### src/rtl/input_frame_serializer.sv
// input_frame_serializer
// Front end of the first conv layer. Takes one multi-channel pixel per beat,
// tracks its column/row inside the frame and emits it as CHANNEL_NUM
// consecutive DATA_WIDTH words with row (sop/eop) and frame (sof/eof) markers.
//
// Handshake: a pixel is accepted on a rising clk edge where
// pix_valid_i & ready_o are both 1; pix_i and pix_sof_i are sampled only on
// that edge, and the source must hold pix_i while ready_o is 0. The output
// side has no back-pressure: every cycle with data_valid_o = 1 carries one
// word.
module input_frame_serializer #(
  parameter int DATA_WIDTH  = 8,
  parameter int CHANNEL_NUM = 3,
  parameter int IMG_WIDTH   = 224,
  parameter int IMG_HEIGHT  = 224
) (
  input  logic                              clk,
  input  logic                              reset_n,
  input  logic [CHANNEL_NUM*DATA_WIDTH-1:0] pix_i,
  input  logic                              pix_valid_i,
  input  logic                              pix_sof_i,
  output logic                              ready_o,
  output logic [DATA_WIDTH-1:0]             data_o,
  output logic                              data_valid_o,
  output logic                              sop_o,
  output logic                              eop_o,
  output logic                              sof_o,
  output logic                              eof_o,
  output logic                              frame_err_o,
  output logic                              dbg_state_o
);

  localparam int PW = CHANNEL_NUM * DATA_WIDTH;
  localparam int CW = (IMG_WIDTH  > 1) ? $clog2(IMG_WIDTH)  : 1;
  localparam int RW = (IMG_HEIGHT > 1) ? $clog2(IMG_HEIGHT) : 1;
  localparam int KW = $clog2(CHANNEL_NUM);

  localparam logic [CW-1:0] COL_LAST = CW'(IMG_WIDTH - 1);
  localparam logic [RW-1:0] ROW_LAST = RW'(IMG_HEIGHT - 1);
  localparam logic [KW-1:0] CH_LAST  = KW'(CHANNEL_NUM - 1);
  localparam logic [KW-1:0] CH_PEN   = KW'(CHANNEL_NUM - 2);

  typedef enum logic {
    WAIT_SOF = 1'b0,
    ACTIVE   = 1'b1
  } state_t;

  // Frame tracking: r_col/r_row hold the position the next pixel will take.
  state_t          r_state;
  logic [CW-1:0]   r_col;
  logic [RW-1:0]   r_row;
  logic            r_err;

  // Serializer: r_shift holds the channels not yet driven, lowest first.
  logic [PW-1:0]         r_shift;
  logic [KW-1:0]         r_ch;
  logic                  r_valid;
  logic [DATA_WIDTH-1:0] r_data;
  logic                  r_pix_eop;
  logic                  r_pix_eof;
  logic                  r_sop;
  logic                  r_eop;
  logic                  r_sof;
  logic                  r_eof;

  logic            w_accept;
  logic            w_take;
  logic            w_last_ch;
  logic [CW-1:0]   w_pos_col;
  logic [RW-1:0]   w_pos_row;
  logic            w_col_last;
  logic            w_row_last;
  logic            w_frame_last;
  logic            w_mid_sof;

  // Position and control decode for the pixel being offered this cycle.
  always_comb begin
    w_last_ch    = (r_ch == CH_LAST);
    ready_o      = ~r_valid | w_last_ch;
    w_accept     = pix_valid_i & ready_o;
    // In WAIT_SOF only a sof-qualified pixel is kept; everything else is dropped.
    w_take       = w_accept & ((r_state == ACTIVE) | pix_sof_i);
    // A sof pixel always restarts the frame at (0,0), whatever the counters say.
    w_pos_col    = pix_sof_i ? '0 : r_col;
    w_pos_row    = pix_sof_i ? '0 : r_row;
    w_col_last   = (w_pos_col == COL_LAST);
    w_row_last   = (w_pos_row == ROW_LAST);
    w_frame_last = w_col_last & w_row_last;
    w_mid_sof    = w_accept & pix_sof_i & (r_state == ACTIVE) &
                   ((r_col != '0) | (r_row != '0));
  end

  // Frame FSM with column/row counters and the mid-frame sof error pulse.
  always_ff @(posedge clk or negedge reset_n) begin
    if (!reset_n) begin
      r_state <= WAIT_SOF;
      r_col   <= '0;
      r_row   <= '0;
      r_err   <= 1'b0;
    end else begin
      r_err <= w_mid_sof;
      if (w_take) begin
        if (w_frame_last) begin
          // Last pixel of the frame: its words still drain from the serializer.
          r_state <= WAIT_SOF;
          r_col   <= '0;
          r_row   <= '0;
        end else begin
          r_state <= ACTIVE;
          if (w_col_last) begin
            r_col <= '0;
            r_row <= w_pos_row + 1'b1;
          end else begin
            r_col <= w_pos_col + 1'b1;
            r_row <= w_pos_row;
          end
        end
      end
    end
  end

  // Channel serializer and marker registers, aligned with each output word.
  always_ff @(posedge clk or negedge reset_n) begin
    if (!reset_n) begin
      r_shift   <= '0;
      r_ch      <= '0;
      r_valid   <= 1'b0;
      r_data    <= '0;
      r_pix_eop <= 1'b0;
      r_pix_eof <= 1'b0;
      r_sop     <= 1'b0;
      r_eop     <= 1'b0;
      r_sof     <= 1'b0;
      r_eof     <= 1'b0;
    end else if (w_take) begin
      // Load: channel 0 goes out next cycle, the rest wait in r_shift.
      r_data    <= pix_i[DATA_WIDTH-1:0];
      r_shift   <= pix_i >> DATA_WIDTH;
      r_ch      <= '0;
      r_valid   <= 1'b1;
      r_pix_eop <= w_col_last;
      r_pix_eof <= w_frame_last;
      r_sop     <= (w_pos_col == '0);
      r_sof     <= (w_pos_col == '0) & (w_pos_row == '0);
      r_eop     <= 1'b0;
      r_eof     <= 1'b0;
    end else if (r_valid && !w_last_ch) begin
      // Step to the next channel; row/frame end flags ride on the last one.
      r_data  <= r_shift[DATA_WIDTH-1:0];
      r_shift <= r_shift >> DATA_WIDTH;
      r_ch    <= r_ch + 1'b1;
      r_sop   <= 1'b0;
      r_sof   <= 1'b0;
      r_eop   <= (r_ch == CH_PEN) & r_pix_eop;
      r_eof   <= (r_ch == CH_PEN) & r_pix_eof;
    end else if (r_valid) begin
      // Last channel done and nothing new loaded: go idle, data_o holds.
      r_valid <= 1'b0;
      r_ch    <= '0;
      r_sop   <= 1'b0;
      r_eop   <= 1'b0;
      r_sof   <= 1'b0;
      r_eof   <= 1'b0;
    end
  end

  assign data_o       = r_data;
  assign data_valid_o = r_valid;
  assign sop_o        = r_sop;
  assign eop_o        = r_eop;
  assign sof_o        = r_sof;
  assign eof_o        = r_eof;
  assign frame_err_o  = r_err;
  assign dbg_state_o  = r_state;

endmodule

### config.mk
export PLATFORM = sky130hd
export DESIGN_NAME = input_frame_serializer
export DESIGN_NICKNAME = d
export VERILOG_FILES = /design/src/rtl/input_frame_serializer.sv
export SDC_FILE = /design/constraint.sdc
export NUM_CORES = 1
export LEC_CHECK = 0
export BUFFER_PORTS_ARGS = -buffer_cell sky130_fd_sc_hd__buf_2
export CAP_MARGIN = 20
export CORE_UTILIZATION = 59
export CTS_BUF_LIST = sky130_fd_sc_hd__clkbuf_8
export CTS_CLUSTER_DIAMETER = 80
export DETAILED_ROUTE_END_ITERATION = 7
export GPL_ROUTABILITY_DRIVEN = 0
export PLACE_DENSITY = 0.83
export SLEW_MARGIN = 20
export SYNTH_ARGS = -nofsm -noshare
export SYNTH_HDL_FRONTEND = slang
export SYNTH_SLANG_ARGS = --single-unit
### constraint.sdc
create_clock -name clk -period 5.8 [get_ports clk]
set_clock_uncertainty 0.15 [all_clocks]
set_input_delay 0.87 -clock clk [delete_from_list [all_inputs] [get_ports clk]]
set_output_delay 0.87 -clock clk [all_outputs]
set_load 0.01 [all_outputs]
==> metrics.cfg <==
[synth]
synth.distinct_cells=51
syn_area_per_cell_sq_um=9.26
synth_top_family_by_area=simple AND/OR/NAND/NOR gates
synth-edff-count=0
synthCells=278
synth-seq-area-share_pct=49.6
synth-adder-area-share_pct=1.46
postSynthRegisterBits=51
synthesis_warning_total=0
synth_xor_area_share_pct=0
synthSimpleGateAreaFrac_pct=22.7
synth_compound_area_share_pct=19.1
post_synth_mux_area_share_pct=0.389
syn_nets=309
dominantRegCellSynth=sky130_fd_sc_hd__dfrtp_1
synth-async-reset-ratio_pct=100
netlist_area_pre_place_sq_um=2570

[grt]
global_route_wire_length_before_repair_microns=9070
grt_util_all_layers_pct=26.8
grt_max_degree=52
grt-ovfl-total=0
antenna_violations_before_repair=0
number_of_global_route_vias_before_repair=2030

[timing]
min_period_ns=2.80
fmax_mhz=357
min_period_over_period_pct=48.2
slew_headroom_pct=54.1
report.final.setup_viol=0
max_slew.worst_pin.slew_ns=0.686
post_route_setup_tns_ns=0
timing.final.max_slew_violations=0
timing_hold_violations_final=0
rsz_0062_raised_after_global_routing=no

[die]
initial_utilization_pct=63.0
ios=44
die_area_sq_um=4630
die_x_microns=68.1
die-height_microns=68.1
core.rowCount=23
core_sq_um=4090

[routing]
vias_per_cell=6.01
drcViolationCount=0
via_count=2210
wl_per_cell_microns=15.5
drtIter0Drc=198
detailedRoute.firstPassIterationCount=4
final_antenna_net_count=0
finalWirelength_microns=5710

[worst_hold_path]
class_of_the_most_critical_hold_timing_path=reg2reg
worstHoldPathCells=2

[place]
inst_count_dp=360
port_buffers=43
dp.final_hpwl_microns=3810

[outcome]
run_status=complete, no violations

[clock_network]
max-clock-path-buffers=2
cts_buffers=5
post_cts_resized=0
clock_tree.htree_level_count=2
cts-root-buf=sky130_fd_sc_hd__clkbuf_8
post_cts_setup_inserts=0
tritoncts=done
clk_latency_ns=0.31
cts_hold_buf=0
clock_transition_at_the_registers_of_the_reported_paths_ns=0.10
clock-sinks=51

[critical_path]
timing.rr.end=r_shift[7]$_DFFE_PN0P_
timing.rr.start=r_ch[0]$_DFFE_PN0P_
cp-start-kind=flop
cp_data_required_time_ns=4.78
crit_end=ready_o
r2r_setup_slack_ns=3.05
timing.setup.critical_path_class=reg2out
timing.critical_path.fanout_max=21
crit_path_start=r_ch[0]$_DFFE_PN0P_
r2r.worst_path.cells=8
worst-endpoint-arrival_ns=1.78
worstSetupEndpointType=output port

[cells_and_area]
n_antenna_cell=0
share_of_cells_above_drive_strength_1_pct=20.8
area.sequential_sq_um=1280
finalNetCount=348
multi_input_comb_area_sq_um=1120
final_cell_mix=sky130_fd_sc_hd__nand2_1, sky130_fd_sc_hd__dfrtp_1, sky130_fd_sc_hd__buf_2
area_delta_synth_final_pct=12.1
n_fill_cell=330
instances_no_fill=368

[power_and_ir_drop]
power.ir.vdd_worst_uv=215
leakagePower_nw=1.37
power.density_cell_area_nw_per_um2=434

[run]
maxCapViolCount=0

## critical path, cell delays in order, from the launching register on
cell and delay (ns):
sky130_fd_sc_hd__dfrtp_1 0.40, sky130_fd_sc_hd__inv_1 0.06, sky130_fd_sc_hd__ha_1 0.20, sky130_fd_sc_hd__and2b_4 0.46, sky130_fd_sc_hd__inv_4 0.17, sky130_fd_sc_hd__buf_2 0.18
## power breakdown
part | total [mW] | switching (mW) | internal (mW)
Sequential | 0.564 | 0.0920 | 0.472
Combinational | 0.468 | 0.298 | 0.170
Clock | 0.222 | 0.124 | 0.0976
Total | 1.25 | 0.515 | 0.739
## synthesized netlist by cell type, types with 4 or more instances
master | number | share of area, %
sky130_fd_sc_hd__a21oi_1 | 6 | 1.2
sky130_fd_sc_hd__a22oi_1 | 12 | 3.5
sky130_fd_sc_hd__a31oi_1 | 5 | 1.2
sky130_fd_sc_hd__buf_2 | 6 | 1.2
sky130_fd_sc_hd__dfrtp_1 | 51 | 50
sky130_fd_sc_hd__inv_1 | 20 | 2.9
sky130_fd_sc_hd__nand2_1 | 51 | 7.4
sky130_fd_sc_hd__nand3_1 | 20 | 3.9
sky130_fd_sc_hd__nand4_1 | 4 | 0.97
sky130_fd_sc_hd__nor2_1 | 12 | 1.7
sky130_fd_sc_hd__nor3_1 | 4 | 0.78
sky130_fd_sc_hd__nor4_1 | 4 | 0.97
sky130_fd_sc_hd__o211ai_1 | 4 | 1.2
sky130_fd_sc_hd__o21ai_0 | 23 | 4.5
## area by class of cell
| class | instances | area share (%) |
|---|---|---|
| repair buffers | 46 | 8.23 |
| well taps | 50 | 2.17 |
| flip-flops and latches | 51 | 44.2 |
| clock inverters | 2 | 0.563 |
| multi-input cells | 190 | 38.9 |
| clock buffers | 6 | 2.86 |
| inverters | 23 | 3.08 |
## how the worst min path moves through the flow
stage | from | slack (ns) | endpoint
final | r_shift[9]$_DFFE_PN0P_ | 0.36 | r_shift[9]$_DFFE_PN0P_
after global routing | r_shift[8]$_DFFE_PN0P_ | 0.39 | r_shift[8]$_DFFE_PN0P_
after CTS | r_shift[9]$_DFFE_PN0P_ | 0.36 | r_shift[9]$_DFFE_PN0P_
after detailed placement | r_shift[9]$_DFFE_PN0P_ | 0.34 | r_shift[9]$_DFFE_PN0P_
after global placement | r_pix_eop$_DFFE_PN0P_ | 0.31 | r_pix_eop$_DFFE_PN0P_
after floorplan | r_pix_eop$_DFFE_PN0P_ | 0.30 | r_pix_eop$_DFFE_PN0P_
## kinds of logic after synthesis
| group | count (synthesis) |
|---|---|
| AO/OA/AOI/OAI | 69 |
| flip-flops | 51 |
| adder cells (fa/ha/maj) | 3 |
| buffers and inverters | 37 |
| multiplexers | 1 |
| AND/OR/NAND/NOR | 117 |
## metal layers
| layer | vias up | share of wire [%] | GRT usage (%) |
|---|---|---|---|
| li1 | 1069 | - | - |
| met1 | 1045 | 45 | 37.0 |
| met2 | 85 | 48 | 41.3 |
| met3 | 11 | 5.9 | 4.17 |
| met4 | 0 | 1.5 | 12.0 |
| met5 | - | 0 | 0 |
## flip-flops by register name, indices dropped and copies added, names as in the netlist
register,cells
data_o,8
data_valid_o,1
dbg_state_o,1
eof_o,1
eop_o,1
frame_err_o,1
r_ch,2
r_col,8
r_pix_eof,1
r_pix_eop,1
r_row,8
r_shift,16
sof_o,1
sop_o,1
## stage by stage
step	hold slack [ns]	utilization (%)	area, sq um	power, mW	setup slack [ns]
after detailed placement	0.337	68.2	2790	1.03	2.89
final	0.361	70.7	2890	1.25	3.00
after CTS	0.362	70.7	2890	1.25	3.00
after global placement	0.314	68.2	2790	1.01	2.98
after global routing	0.388	70.7	2890	1.34	2.87
after floorplan	0.299	-	2570	0.903	3.61
Power figures use the tool's default switching activity.
